<file path="src/rtl/uart_echo_core.sv">
// 8N1 UART loopback: every byte received on rxd is retransmitted unchanged on txd.
// Define UART_ECHO_FRAME_CHECK_EN to drop bytes whose stop bit samples low.
module uart_echo_core #(
  parameter int CLK_FREQ     = 100_000_000,
  parameter int BAUD         = 115200,
  parameter int CLKS_PER_BIT = CLK_FREQ / BAUD
) (
  input  logic clock,
  input  logic reset,
  output logic txd,
  input  logic rxd,
  output logic datasent,
  output logic transmit
);

  localparam int CNT_W = $clog2(CLKS_PER_BIT + 1);
  localparam logic [CNT_W-1:0] CNT_ONE   = CNT_W'(1);
  localparam logic [CNT_W-1:0] BIT_LAST  = CNT_W'(CLKS_PER_BIT - 1);
  localparam logic [CNT_W-1:0] HALF_LAST = CNT_W'(CLKS_PER_BIT / 2 - 1);
  localparam logic [CNT_W-1:0] CNT_WAIT  = CNT_W'(CLKS_PER_BIT);

  localparam logic [1:0] S_IDLE  = 2'd0;
  localparam logic [1:0] S_START = 2'd1;
  localparam logic [1:0] S_DATA  = 2'd2;
  localparam logic [1:0] S_STOP  = 2'd3;

  logic             rxd_meta_q, rxd_meta_d;
  logic             rxd_sync_q, rxd_sync_d;
  logic             rxd_prev_q, rxd_prev_d;
  logic [1:0]       rx_state_q, rx_state_d;
  logic [CNT_W-1:0] rx_cnt_q, rx_cnt_d;
  logic [2:0]       rx_bit_q, rx_bit_d;
  logic [7:0]       rx_shift_q, rx_shift_d;
  logic             rx_done_s;
  logic [7:0]       hold_data_q, hold_data_d;
  logic             hold_valid_q, hold_valid_d;
  logic [1:0]       tx_state_q, tx_state_d;
  logic [CNT_W-1:0] tx_cnt_q, tx_cnt_d;
  logic [2:0]       tx_bit_q, tx_bit_d;
  logic [7:0]       tx_shift_q, tx_shift_d;
  logic             tx_load_s;
  logic             txd_q, txd_d;
  logic             transmit_q, transmit_d;
  logic             datasent_q, datasent_d;

  // Receiver: synchronizer, falling-edge arm, mid-bit sampling.
  always_comb begin
    rxd_meta_d = rxd;
    rxd_sync_d = rxd_meta_q;
    rxd_prev_d = rxd_sync_q;
    rx_state_d = rx_state_q;
    rx_cnt_d   = rx_cnt_q;
    rx_bit_d   = rx_bit_q;
    rx_shift_d = rx_shift_q;
    rx_done_s  = 1'b0;
    case (rx_state_q)
      S_IDLE: begin
        if (rxd_prev_q && !rxd_sync_q) begin
          rx_state_d = S_START;
          rx_cnt_d   = '0;
        end else begin
          rx_cnt_d = '0;
        end
      end
      S_START: begin
        if (rx_cnt_q == HALF_LAST) begin
          rx_cnt_d   = '0;
          rx_bit_d   = 3'd0;
          rx_state_d = rxd_sync_q ? S_IDLE : S_DATA;
        end else begin
          rx_cnt_d = rx_cnt_q + CNT_ONE;
        end
      end
      S_DATA: begin
        if (rx_cnt_q == BIT_LAST) begin
          rx_cnt_d   = '0;
          rx_shift_d = {rxd_sync_q, rx_shift_q[7:1]};
          if (rx_bit_q == 3'd7) begin
            rx_state_d = S_STOP;
          end else begin
            rx_bit_d = rx_bit_q + 3'd1;
          end
        end else begin
          rx_cnt_d = rx_cnt_q + CNT_ONE;
        end
      end
      S_STOP: begin
`ifdef UART_ECHO_FRAME_CHECK_EN
        // A low stop sample parks the counter at CNT_WAIT until the line recovers.
        if (rx_cnt_q == CNT_WAIT) begin
          if (rxd_sync_q) begin
            rx_state_d = S_IDLE;
            rx_cnt_d   = '0;
          end else begin
            rx_cnt_d = CNT_WAIT;
          end
        end else if (rx_cnt_q == BIT_LAST) begin
          rx_done_s = rxd_sync_q;
          if (rxd_sync_q) begin
            rx_state_d = S_IDLE;
            rx_cnt_d   = '0;
          end else begin
            rx_cnt_d = CNT_WAIT;
          end
        end else begin
          rx_cnt_d = rx_cnt_q + CNT_ONE;
        end
`else
        if (rx_cnt_q == BIT_LAST) begin
          rx_done_s  = 1'b1;
          rx_state_d = S_IDLE;
          rx_cnt_d   = '0;
        end else begin
          rx_cnt_d = rx_cnt_q + CNT_ONE;
        end
`endif
      end
      default: begin
        rx_state_d = S_IDLE;
        rx_cnt_d   = '0;
      end
    endcase
  end

  // One-entry holding register; a byte arriving while it is full is dropped.
  always_comb begin
    hold_valid_d = hold_valid_q;
    hold_data_d  = hold_data_q;
    if (tx_load_s) begin
      hold_valid_d = 1'b0;
    end else if (rx_done_s && !hold_valid_q) begin
      hold_valid_d = 1'b1;
      hold_data_d  = rx_shift_q;
    end else begin
      hold_valid_d = hold_valid_q;
    end
  end

  // Transmitter frame sequencing.
  always_comb begin
    tx_state_d = tx_state_q;
    tx_cnt_d   = tx_cnt_q;
    tx_bit_d   = tx_bit_q;
    tx_shift_d = tx_shift_q;
    tx_load_s  = 1'b0;
    case (tx_state_q)
      S_IDLE: begin
        if (hold_valid_q) begin
          tx_load_s  = 1'b1;
          tx_shift_d = hold_data_q;
          tx_state_d = S_START;
          tx_cnt_d   = '0;
        end else begin
          tx_cnt_d = '0;
        end
      end
      S_START: begin
        if (tx_cnt_q == BIT_LAST) begin
          tx_state_d = S_DATA;
          tx_cnt_d   = '0;
          tx_bit_d   = 3'd0;
        end else begin
          tx_cnt_d = tx_cnt_q + CNT_ONE;
        end
      end
      S_DATA: begin
        if (tx_cnt_q == BIT_LAST) begin
          tx_cnt_d   = '0;
          tx_shift_d = {1'b0, tx_shift_q[7:1]};
          if (tx_bit_q == 3'd7) begin
            tx_state_d = S_STOP;
          end else begin
            tx_bit_d = tx_bit_q + 3'd1;
          end
        end else begin
          tx_cnt_d = tx_cnt_q + CNT_ONE;
        end
      end
      S_STOP: begin
        if (tx_cnt_q == BIT_LAST) begin
          tx_state_d = S_IDLE;
          tx_cnt_d   = '0;
        end else begin
          tx_cnt_d = tx_cnt_q + CNT_ONE;
        end
      end
      default: begin
        tx_state_d = S_IDLE;
        tx_cnt_d   = '0;
      end
    endcase
  end

  // Outputs are decoded from the next TX state so they register in step with it.
  always_comb begin
    case (tx_state_d)
      S_IDLE:  txd_d = 1'b1;
      S_START: txd_d = 1'b0;
      S_DATA:  txd_d = tx_shift_d[0];
      S_STOP:  txd_d = 1'b1;
      default: txd_d = 1'b1;
    endcase
    transmit_d = (tx_state_d != S_IDLE);
    datasent_d = (tx_state_d == S_STOP) && (tx_cnt_d == BIT_LAST);
  end

  // State registers.
  always_ff @(posedge clock or negedge reset) begin
    if (!reset) begin
      rxd_meta_q   <= 1'b1;
      rxd_sync_q   <= 1'b1;
      rxd_prev_q   <= 1'b1;
      rx_state_q   <= S_IDLE;
      rx_cnt_q     <= '0;
      rx_bit_q     <= 3'd0;
      rx_shift_q   <= 8'h00;
      hold_data_q  <= 8'h00;
      hold_valid_q <= 1'b0;
      tx_state_q   <= S_IDLE;
      tx_cnt_q     <= '0;
      tx_bit_q     <= 3'd0;
      tx_shift_q   <= 8'h00;
      txd_q        <= 1'b1;
      transmit_q   <= 1'b0;
      datasent_q   <= 1'b0;
    end else begin
      rxd_meta_q   <= rxd_meta_d;
      rxd_sync_q   <= rxd_sync_d;
      rxd_prev_q   <= rxd_prev_d;
      rx_state_q   <= rx_state_d;
      rx_cnt_q     <= rx_cnt_d;
      rx_bit_q     <= rx_bit_d;
      rx_shift_q   <= rx_shift_d;
      hold_data_q  <= hold_data_d;
      hold_valid_q <= hold_valid_d;
      tx_state_q   <= tx_state_d;
      tx_cnt_q     <= tx_cnt_d;
      tx_bit_q     <= tx_bit_d;
      tx_shift_q   <= tx_shift_d;
      txd_q        <= txd_d;
      transmit_q   <= transmit_d;
      datasent_q   <= datasent_d;
    end
  end

  assign txd      = txd_q;
  assign transmit = transmit_q;
  assign datasent = datasent_q;

endmodule

</file>
<file path="config.mk">
export PLATFORM = sky130hd
export DESIGN_NAME = uart_echo_core
export DESIGN_NICKNAME = d
export VERILOG_FILES = /design/src/rtl/uart_echo_core.sv
export SDC_FILE = /design/constraint.sdc
export NUM_CORES = 1
export LEC_CHECK = 0
export BUFFER_PORTS_ARGS = -buffer_cell sky130_fd_sc_hd__buf_2
export CAP_MARGIN = 20
export CORE_MARGIN = 1.5
export CORE_UTILIZATION = 60
export CTS_CLUSTER_DIAMETER = 50
export CTS_CLUSTER_SIZE = 30
export DETAILED_ROUTE_END_ITERATION = 8
export PLACE_DENSITY = 0.84
export SYNTH_ARGS = -nofsm -noshare
export SYNTH_HDL_FRONTEND = slang
export SYNTH_SLANG_ARGS = --single-unit
</file>
<file path="constraint.sdc">
create_clock -name clock -period 2.1 [get_ports clock]
set_input_delay 0.525 -clock clock [delete_from_list [all_inputs] [get_ports clock]]
set_output_delay 0.525 -clock clock [all_outputs]
set_load 0.05 [all_outputs]
</file>
## After elaboration in Yosys (flattened, before gate mapping)

Cells that the tools add are included.

- Register bits: 61
- Input port bits: 3

- Add/sub/neg operators: 4
- Equal/unequal tests: 25
- Multiplexer cells: 36
- Bitwise logic cells: 1
- Reductions and logical operators: 22

Operator list:

| kind | number |
|---|---|
| 10-bit == test, second input constant | 3 |
| 10-bit 2-to-1 mux | 3 |
| 10-bit one-hot mux with 3 select lines | 1 |
| 2-bit 2-to-1 mux | 11 |
| 10-bit by 1-bit adder with 10-bit output, second input constant | 2 |
| 2-bit != test, second input constant | 10 |
| 10-bit one-hot mux with 2 select lines | 1 |
| 3-bit 2-to-1 mux | 6 |
| 8-bit 2-to-1 mux | 2 |
| 2-bit one-hot mux with 4 select lines | 2 |
| 8-bit one-hot mux with 2 select lines | 1 |
| 2-bit == test, second input constant | 6 |
| 3-bit one-hot mux with 2 select lines | 2 |
| 10-bit by 9-bit == test with 1-bit output, second input constant | 1 |
| 2-bit nonzero test | 5 |
| 4-bit AND reduction | 2 |
| 3-bit by 1-bit adder with 3-bit output, second input constant | 2 |
| 2-bit by 1-bit == test with 1-bit output, second input constant | 3 |
| 3-bit == test, second input constant | 2 |
| 2-bit logical NOT | 3 |
| 1-bit 2-to-1 mux | 6 |
| 5-bit AND reduction | 1 |
| 2-bit AND reduction | 2 |
| 2-bit OR reduction | 2 |
| 6 further kinds | 9 |

## Longest topological paths before layout

Gate-level depths: netlist of the first run.

- Word-level depth: 7
- Depth in mapped cells: 8
- Mapped depth without buffers: 7

## Worst setup path before layout of the first run

No wires, ideal clock.

- Path kind: register to register
- Start point: reg rx_cnt_q[3]
- End point: reg rx_shift_q[0]
- Library setup time: 0.125 ns
- Arrival: 1.795 ns
- Path slack: 0.180 ns
- Stages on the path, launching flop included: 5
- Clock period less this slack: 1.920 ns
- Cell sequence: dfrtp_1 or3b_4 or4_1 buf_6 mux2_4

- Word-level cells in the longest chain between the ends: 2

RTL lines:

| element | line | RTL |
|---|---|---|
| from (decl) | 31 | `logic [CNT_W-1:0] rx_cnt_q, rx_cnt_d;` |
| from (signal assigned) | 231 | `rx_cnt_q <= rx_cnt_d;` |
| 10-bit == test | 75 | `if (rx_cnt_q == BIT_LAST) begin` |
| 2-bit AND reduction (no line) | -- |  |
| to (signal assigned) | 233 | `rx_shift_q <= rx_shift_d;` |
| to (decl) | 33 | `logic [7:0] rx_shift_q, rx_shift_d;` |

Every way passes these cells.
A chain may end at the register's enable or synchronous reset.

## Worst setup path after layout of the first run

- Start point: reg rx_cnt_q[0]
- End point: reg rx_shift_q[0]

Same word-level chain as after synthesis.

==> metrics.cfg, run 1 <==
[outcome]
run_status=complete, no violations

[floorplanning]
core-area_sq_um=4410
fp.dieW_um=71.3
io_pins=6
die_h_um=71.3
die_area_sq_um=5080
fp-row-count=24
start_util_pct=63.4

[timing]
finalMaxSlewViolations=0
rsz0062_at_grt=false
final.setup_skew_ns=0.00873
max_freq_ghz=0.510
fin_crit_sh_pct=93.3
tightestPinTransition_ns=0.828
hold_ws_ns=0.181
hold_viol_final=0
setup_viol=0
max_slew_margin_pct=44.7
fin_tns_setup_ns=0
period_needed_ns=1.96

[synth]
synth-seq-cells=61
yosysSeqAreaShare_pct=54.8
synth_most_common_cell=dfrtp_1
synth_common_cells=dfrtp_1 (57), nor2_1 (32), nand2_1 (23)
synth_top_area_share_pct=51.0
syn_area_per_cell_sq_um=11.3
syn_area_sq_um=2800
async_reset_ff_share_pct=100
synth_area_leaders=dfrtp_1 (51%), mux2_4 (4.3%), nor2_1 (4.3%)
ys_warn_count=0
synth_top_flop_cell=dfrtp_1
synth_edf_count=0
syn_nets=257
ys_types=43
syn-instance-count=247
netlist.top_cell.by_area=dfrtp_1

[critical_path]
crit_fanout=9
crit_path_end_kind=register
timing.rr.start=rx_cnt_q[0]
reg2reg_to=rx_shift_q[0]
required_ns=2.32
crit_arrival_ns=2.17
startpoint_type=register
reg2reg_depth=5
r2r_slack_ns=0.14
critPathKind=register to register

[place]
gp_congestion=0.848
dp_cells=304
portBuffers=5
hpwl_um=3210

[cells_and_area]
multi_input_area_sq_um=1210
drive_gt1_share_pct=21.3
regArea_sq_um=1530
syn_to_final_growth_pct=11.2
fill_cells=295
n_antenna_cell=0
final_cells=320
fin_nets=273

[pwr]
powerDensity_nw_per_um2=698
power.leakage_nw=1.45
finalPower_w=0.00217
peakVddDrop_v=0.000496

[clocking]
postCtsHoldBufs=0
numCtsBuffers=9
cts_tree=done
clk_path_buf_depth=2
insertion_delay_ns=0.34
cts_max_level=3
root_buffer=clkbuf_8
clk_pin_slew_ns=0.07
clock_sinks=61

[routing]
wl_um=4720
viasPerCell=5.79
via_count=1853
dr.pass1.iters=4
wl_per_cell_um=14.7
drc=0
initialDrtViolationCount=158
antenna_left=0

[run]
maxCapViolations=0

[global_route]
grt_first_pass_wirelength_um=8450
grt_max_degree=62
first_global_vias=1879
antenna_found_initial=0
grtUsageTotal_pct=21.5
overflow=0

[worst_hold_path]
min-delay-path-class=primary input to async pin

-- how the worst max path moves through the flow --
stage	end	depth (start not counted)	from
6_report	rx_shift_q[0]	5	rx_cnt_q[0]
5_1_grt	rx_bit_q[0]	6	rx_bit_q[0]
4_1_cts	hold_data_q[0]	4	rx_cnt_q[3]
3_5_place_dp	hold_data_q[0]	4	rx_cnt_q[8]
3_3_place_gp	hold_data_q[5]	4	rx_cnt_q[3]
2_1_floorplan	rx_shift_q[0]	4	rx_cnt_q[3]
-- routing by layer --
layer  up-vias  track usage, %  share of wire [%]
met3        10            4.64                2.4
met2        25            32.7                 48
met4         0            11.5                2.0
met5         -               0                  0
li1        893               -                  -
met1       925            29.1                 48
-- worst max-delay path, stage by stage (launching register included) --
cell       delay (ns)
dfrtp_1          0.41
ha_1             0.25
nand4bb_1        0.17
or4_1            0.49
buf_4            0.21
mux2_4           0.31
-- logic make-up after synthesis --
kind of cell	after synthesis	share of synthesized area (%)
adder cells (fa/ha/maj)	7	3.13
multiplexers	18	8.32
AND/OR/NAND/NOR	100	19.1
flip-flops	61	54.8
buffers and inverters	16	2.51
AO/OA/AOI/OAI	28	6.89
XOR/XNOR	17	5.32
-- power breakdown --
group | internal (W) | total, W | switching (W)
registers | 0.00119 | 0.00120 | 0.0000107
logic | 0.0000169 | 0.0000514 | 0.0000344
clock network | 0.000486 | 0.000924 | 0.000438
total | 0.00169 | 0.00217 | 0.000483
-- through the flow --
stage | setup slack, ns | instance area [sq um] | util (%)
floorplan | 0.180 | 2800 | -
global placement | 0.145 | 2920 | 66.1
detailed placement | 0.0494 | 2920 | 66.1
CTS | 0.0388 | 3100 | 70.2
global route | 0.0548 | 3110 | 70.5
finish | 0.140 | 3110 | 70.5
-- placed cells by master (no fill, tap or decap), types with 2 or more instances in the layout --
master and n:
a21oi_1 4, a22o_1 3, a22oi_1 7, a31oi_1 2
a32oi_1 2, buf_2 5, buf_4 7, clkbuf_8 11
clkinv_2 3, dfrtp_1 57, dfstp_2 4, ha_1 7
inv_1 8, mux2_2 10, mux2_4 8, nand2_1 23
nand2b_1 2, nand3_1 11, nand4_1 2, nand4b_1 2
nor2_1 32, nor2b_1 3, nor3_1 3, nor3_2 2
nor3b_1 4, nor4_1 3, o21ai_0 6, or3_1 2
or4_1 3, xnor2_1 13, xor2_1 4
-- repair_timing --
item / in CTS / in global routing
setup buffers: 0 / 0
endpoints found under the setup margin: 0 / 8
gates resized for setup: 0 / 2
-- registers in the layout (all words and copies together), names as in the netlist, named ones only --
name / flops
tx_state_q: 2
hold_valid_q: 1
rx_state_q: 1
rxd_meta_q: 1
txd: 1
rx_bit_q: 3
hold_data_q: 8
transmit: 1
rxd_prev_q: 1
tx_bit_q: 3
datasent: 1
rx_cnt_q: 10
tx_cnt_q: 10
tx_shift_q: 8
rxd_prev_d: 1
rx_shift_q: 8
-- layout make-up --
type                            count  share of cell area [%]
Tap cell                           52                    2.09
Timing Repair Buffer               13                    3.14
Clock buffer                       12                    4.99
Sequential cell                    61                    49.2
Inverter                            8                   0.965
Multi-Input combinational cell    170                    38.9
Clock inverter                      4                   0.724
(Power assumes the default switching activity.)
==> run 2: changes to the inputs <==
Settings changed: CORE_ASPECT_RATIO set to 0.7.
==> run 2 against run 1 <==
Sequential share of layout area fell by 1.1 points. Worst setup slack worse by 0.074 ns. Global-route usage rose by 1.1 points. Non-clock buffer count is 5 higher. Clock skew up 0.00099 ns. Routed wire length is 5.7% higher. Clock-buffer cell count stayed put. Sequential power about the same. Highest routed layer unchanged.
==> metrics.cfg, run 2 (synthesis gave the netlist of run 1 again) <==
[floorplanning]
start_util_pct=63.5  ; was 63.4%
die_h_um=60.1  ; was 71.3 um
core-area_sq_um=4400  ; was 4410 sq um
fp-row-count=20  ; was 24
die_area_sq_um=5090  ; was 5080 sq um
io_pins=6  ; unchanged
fp.dieW_um=84.6  ; was 71.3 um

[run]
maxCapViolations=0  ; unchanged

[timing]
hold_viol_final=0  ; unchanged
tightestPinTransition_ns=0.459  ; was 0.828 ns
rsz0062_at_grt=false  ; unchanged
fin_ws_ns=0.0666  ; was 0.140 ns
final.setup_skew_ns=0.00972  ; was 0.00873 ns
fin_crit_sh_pct=96.8  ; was 93.3%
finalMaxSlewViolations=0  ; unchanged
max_slew_margin_pct=69.4  ; was 44.7%
period_needed_ns=2.03  ; was 1.96 ns
fin_tns_setup_ns=0  ; unchanged
setup_viol=0  ; unchanged
max_freq_ghz=0.492  ; was 0.510 GHz

[critical_path]
r2r_slack_ns=0.07  ; was 0.14 ns
path_buf_inv=1  ; unchanged
worstSetupStartpoint=rx_cnt_q[1]  ; was rx_cnt_q[0]
cp_top_family=simple AND/OR/NAND/NOR gates  ; unchanged
reg2reg_depth=5  ; unchanged
reg2reg_to=rx_shift_q[4]  ; was rx_shift_q[0]
cp_slowest_stage_delay_ns=0.52  ; was 0.49 ns
startpoint_type=register  ; unchanged
slowest_stage=or4_1  ; unchanged
required_ns=2.32  ; about the same
crit_path_end_kind=register  ; unchanged
path_cells=ha_1, nand4bb_1, or4_1, buf_4, mux2_4  ; unchanged
timing.rr.start=rx_cnt_q[1]  ; was rx_cnt_q[0]
crit_fanout=9  ; unchanged
critPathKind=register to register  ; unchanged
crit_arrival_ns=2.25  ; was 2.17 ns

[cells_and_area]
final_util_pct=72.3  ; was 70.5%
fin_area_sq_um=3180  ; was 3110 sq um
final_cell_mix=dfrtp_1 (57), nor2_1 (32), nand2_1 (23), xnor2_1 (13)  ; unchanged
final_common_cell=dfrtp_1  ; unchanged
fin_nets=278  ; was 273
top_regs=rx_cnt_q (10), tx_cnt_q (10)  ; unchanged
syn_to_final_growth_pct=13.9  ; was 11.2%
drive_gt1_share_pct=23.1  ; was 21.3%
n_antenna_cell=0  ; unchanged

[pwr]
peakVddDrop_v=0.000573  ; was 0.000496 V
sequentialPowerShare_pct=51.5  ; was 55.1%
power.switching_w=0.000477  ; was 0.000483 W
power.leakage_nw=1.49  ; was 1.45 nW
p_comb_share_pct=2.4  ; about the same
powerDensity_nw_per_um2=729  ; was 698 nW/um^2
switching_share_pct=20.5  ; was 22.2%
internal_power_w=0.00184  ; was 0.00169 W
clkPwrFrac_pct=46.0  ; was 42.5%

[place]
gp_congestion=0.912  ; was 0.848
hpwl_um=3470  ; was 3210 um
place_area_sq_um=2960  ; was 2920 sq um
portBuffers=5  ; unchanged
pre_cts_ws_ns=0.109  ; was 0.0494 ns

[global_route]
antenna_found_initial=0  ; unchanged
grtUsageTotal_pct=22.6  ; was 21.5%
first_global_vias=1847  ; was 1879
grt_first_pass_wirelength_um=8530  ; was 8450 um
grt_max_degree=62  ; unchanged
overflow=0  ; unchanged

[clocking]
cts_tree=done  ; unchanged
post_cts_buffers=0  ; unchanged
numCtsBuffers=9  ; unchanged
postCtsHoldBufs=0  ; unchanged
clk_path_buf_depth=2  ; unchanged
clock_sinks=61  ; unchanged
cts_max_level=3  ; unchanged
clk_pin_slew_ns=0.07  ; about the same
insertion_delay_ns=0.34  ; about the same
root_buffer=clkbuf_8  ; unchanged

[routing]
drc=0  ; unchanged
wl_per_cell_um=15.2  ; was 14.7 um
viasPerCell=5.66  ; was 5.79
wl_um=4990  ; was 4720 um
initialDrtViolationCount=133  ; was 158
antenna_left=0  ; unchanged
dr.pass1.iters=5  ; was 4
via_count=1858  ; was 1853

[outcome]
run_status=complete, no violations  ; unchanged

[worst_hold_path]
min-delay-path-class=primary input to async pin  ; unchanged

-- run 2: changes by cell type in the layout (fill, tap and decap cells not counted) --
cell / previous run / this run
buf_4: 7 / 12
bufinv_16: 0 / 1
clkbuf_1: 1 / 0
clkbuf_8: 11 / 12
clkinvlp_4: 1 / 0
-- run 2: worst reg2reg max path: stages (launching register included) --
cell,delay (ns)
dfrtp_1,0.40
ha_1,0.25
nand4bb_1,0.21
or4_1,0.53
buf_4,0.22
mux2_4,0.31
-- run 2: timing repair --
action,in CTS,in global routing
endpoints found under the setup margin,0,8
hold endpoints to repair,0,0
resized for setup,0,2
-- run 2: worst max-delay path by stage --
stage                           endpoint  slack (ns)  depth (start not counted)
after CTS                  rx_shift_q[4]        0.09                          4
after detailed placement  hold_data_q[7]        0.11                          4
after floorplan            rx_shift_q[0]        0.18                          4
final                      rx_shift_q[4]        0.07                          5
after global routing       rx_shift_q[4]       0.004                          5
after global placement    hold_data_q[7]        0.18                          4
-- run 2: routing by layer --
layer	part of all wire, %	track usage (%)
met2	43	33.0
met3	4.5	9.67
met1	51	30.9
met4	1.8	6.91
met5	0	0
-- run 2: area by class of cell --
| type | instances | area, sq um |
|---|---|---|
| Clock inverter | 4 | 45.0 |
| Tap cell | 55 | 68.8 |
| Inverter | 8 | 30.0 |
| Sequential cell | 61 | 1530 |
| Timing Repair Buffer | 18 | 135 |
| Multi-Input combinational cell | 170 | 1210 |
| Fill cell | 305 | 1220 |
| Clock buffer | 12 | 165 |
-- run 2: per-stage QoR --
stage | cells | total power [W] | hold slack, ns
after floorplan | 247 | 0.00123 | 0.229
after global placement | 312 | 0.00127 | 0.348
after detailed placement | 312 | 0.00127 | 0.350
after CTS | 328 | 0.00235 | 0.192
after global routing | 328 | 0.00242 | 0.197
final | 328 | 0.00232 | 0.189
-- run 2: power groups by stage --
stage	clock network [W]	registers [W]	logic [W]
6_report	0.00107	0.00120	0.0000567
5_1_grt	0.00115	0.00120	0.0000657
4_1_cts	0.00110	0.00119	0.0000584
3_5_place_dp	0	0.00122	0.0000582
3_3_place_gp	0	0.00122	0.0000575
2_1_floorplan	0	0.00121	0.0000223
==> run 3: changes to the inputs <==
Settings changed: CORE_ASPECT_RATIO 0.7 to unset.
Clock period 2.1 ns to 2.3 ns, I/O delays scaled along.
==> run 3 against run 2 <==
Clock skew shrank 0.0046 ns. Final cell count shrank 3.4%. Die area shrank 0.13%. Clock-buffer cell count grew 1. Critical endpoint is now hold_data_q[7]. Clock power shrank 28%.
==> metrics.cfg, run 3 (synthesis gave the netlist of run 1 again) <==
[timing]
period_needed_ns=2.05  ; was 2.03 ns
hold_viol_final=0  ; unchanged
finalMaxSlewViolations=0  ; unchanged
fin_ws_ns=0.249  ; was 0.0666 ns
max_slew_margin_pct=50.7  ; was 69.4%
final.setup_skew_ns=0.00508  ; was 0.00972 ns
fin_crit_sh_pct=89.2  ; was 96.8%
setup_viol=0  ; unchanged
rsz0062_at_grt=false  ; unchanged
fin_tns_setup_ns=0  ; unchanged
tightestPinTransition_ns=0.738  ; was 0.459 ns
max_freq_ghz=0.488  ; was 0.492 GHz

[critical_path]
path_buf_inv=0  ; was 1
worstSetupStartpoint=rx_cnt_q[3]  ; was rx_cnt_q[1]
cp_slowest_stage_delay_ns=0.43  ; was 0.52 ns
crit_path_end_kind=register  ; unchanged
path_cells=or3b_4, nor3_1, nand4b_2, mux2_2  ; was ha_1, nand4bb_1, or4_1, buf_4, mux2_4
crit_fanout=9  ; unchanged
required_ns=2.52  ; was 2.32 ns
startpoint_type=register  ; unchanged
critPathKind=register to register  ; unchanged
slowest_stage=or3b_4  ; was or4_1
crit_arrival_ns=2.27  ; was 2.25 ns
timing.rr.start=rx_cnt_q[3]  ; was rx_cnt_q[1]
cp_top_family=simple AND/OR/NAND/NOR gates  ; unchanged

[cells_and_area]
final_util_pct=69.4  ; was 72.3%
drive_gt1_share_pct=19.2  ; was 23.1%
fill_cells=341  ; was 305
final_common_cell=dfrtp_1  ; unchanged
top_regs=rx_cnt_q (10), tx_cnt_q (10)  ; unchanged
final_cell_mix=dfrtp_1 (57), nor2_1 (32), nand2_1 (23), xnor2_1 (13), nand3_1 (11)  ; was dfrtp_1 (57), nor2_1 (32), nand2_1 (23), xnor2_1 (13)
n_antenna_cell=0  ; unchanged
syn_to_final_growth_pct=9.53  ; was 13.9%
fin_nets=271  ; was 278

[pwr]
power.leakage_nw=1.42  ; was 1.49 nW
powerDensity_nw_per_um2=624  ; was 729 nW/um^2
peakVddDrop_v=0.000462  ; was 0.000573 V

[global_route]
antenna_found_initial=0  ; unchanged
grt_max_degree=37  ; was 62
overflow=0  ; unchanged
first_global_vias=1796  ; was 1847
grt_first_pass_wirelength_um=7870  ; was 8530 um
grtUsageTotal_pct=20.5  ; was 22.6%

[clocking]
clock_sinks=61  ; unchanged
cts_max_level=3  ; unchanged
clk_path_buf_depth=2  ; unchanged
clk_pin_slew_ns=0.06  ; was 0.07 ns
post_cts_buffers=0  ; unchanged
postCtsHoldBufs=0  ; unchanged
numCtsBuffers=9  ; unchanged
cts_tree=done  ; unchanged
root_buffer=clkbuf_8  ; unchanged
cts_resized=0  ; unchanged
insertion_delay_ns=0.33  ; was 0.34 ns

[place]
portBuffers=5  ; unchanged
hpwl_um=3070  ; was 3470 um
pre_cts_ws_ns=0.264  ; was 0.109 ns
gp_congestion=0.829  ; was 0.912

[routing]
drc=0  ; unchanged
viasPerCell=5.58  ; was 5.66
wl_um=4450  ; was 4990 um
via_count=1770  ; was 1858
dr.pass1.iters=4  ; was 5
wl_per_cell_um=14.0  ; was 15.2 um
initialDrtViolationCount=90  ; was 133
antenna_left=0  ; unchanged

[floorplanning]
io_pins=6  ; unchanged
die_h_um=71.3  ; was 60.1 um
fp.dieW_um=71.3  ; was 84.6 um
fp-row-count=24  ; was 20
core-area_sq_um=4410  ; was 4400 sq um
die_area_sq_um=5080  ; was 5090 sq um
start_util_pct=63.4  ; was 63.5%

[run]
maxCapViolations=0  ; unchanged

[outcome]
run_status=complete, no violations  ; unchanged

[worst_hold_path]
min-delay-path-class=primary input to async pin  ; unchanged

==> run 3: changes by cell type in the layout (fill, tap and decap cells not counted) <==
cell | before | now
buf_4 | 12 | 5
clkbuf_1 | 0 | 3
clkbuf_8 | 12 | 10
bufinv_16 | 1 | 0
clkinv_2 | 3 | 2
nand4b_2 | 0 | 1
nand4b_4 | 1 | 0
nor3_1 | 3 | 4
nor3_2 | 2 | 1
==> run 3: final cells by class <==
type,count,area [sq um],share of cell area [%]
Clock buffer,13,149,4.86
Multi-Input combinational cell,170,1190,39.0
Clock inverter,2,10.0,0.327
Sequential cell,61,1530,50.0
Inverter,8,30.0,0.980
Tap cell,52,65.1,2.12
Timing Repair Buffer,11,82.6,2.70
==> run 3: final timing paths <==
path	end	slack, ns	cells after the start
setup reg to reg	hold_data_q[7]	0.25	4
hold reg to reg	rxd_prev_d	0.36	0
hold / removal	tx_bit_q[1]	0.24	1
setup / recovery	hold_data_q[7]	0.25	4
max in group asynchronous	txd	1.42	2
min in group clock	rxd_meta_q	0.34	1
==> run 3: report_power, final <==
part           internal [W]  switching, W
registers           0.00108    0.00000930
logic             0.0000150     0.0000311
clock network      0.000411      0.000361
==> run 3: layer usage <==
metal | track usage, % | part of all wire, % | vias to the layer above
met4 | 10.9 | 2.0 | 0
met2 | 31.5 | 47 | 25
met5 | 0 | 0 | -
met1 | 25.5 | 48 | 847
met3 | 7.31 | 3.4 | 9
li1 | - | - | 889
==> run 3: metrics by stage <==
step	total power [W]	hold WS (ns)	cells	instance area, sq um
floorplan	0.00113	0.279	247	2800
global placement	0.00116	0.347	302	2900
detailed placement	0.00116	0.351	302	2900
CTS	0.00195	0.239	317	3060
global route	0.00200	0.278	317	3060
finish	0.00191	0.241	317	3060
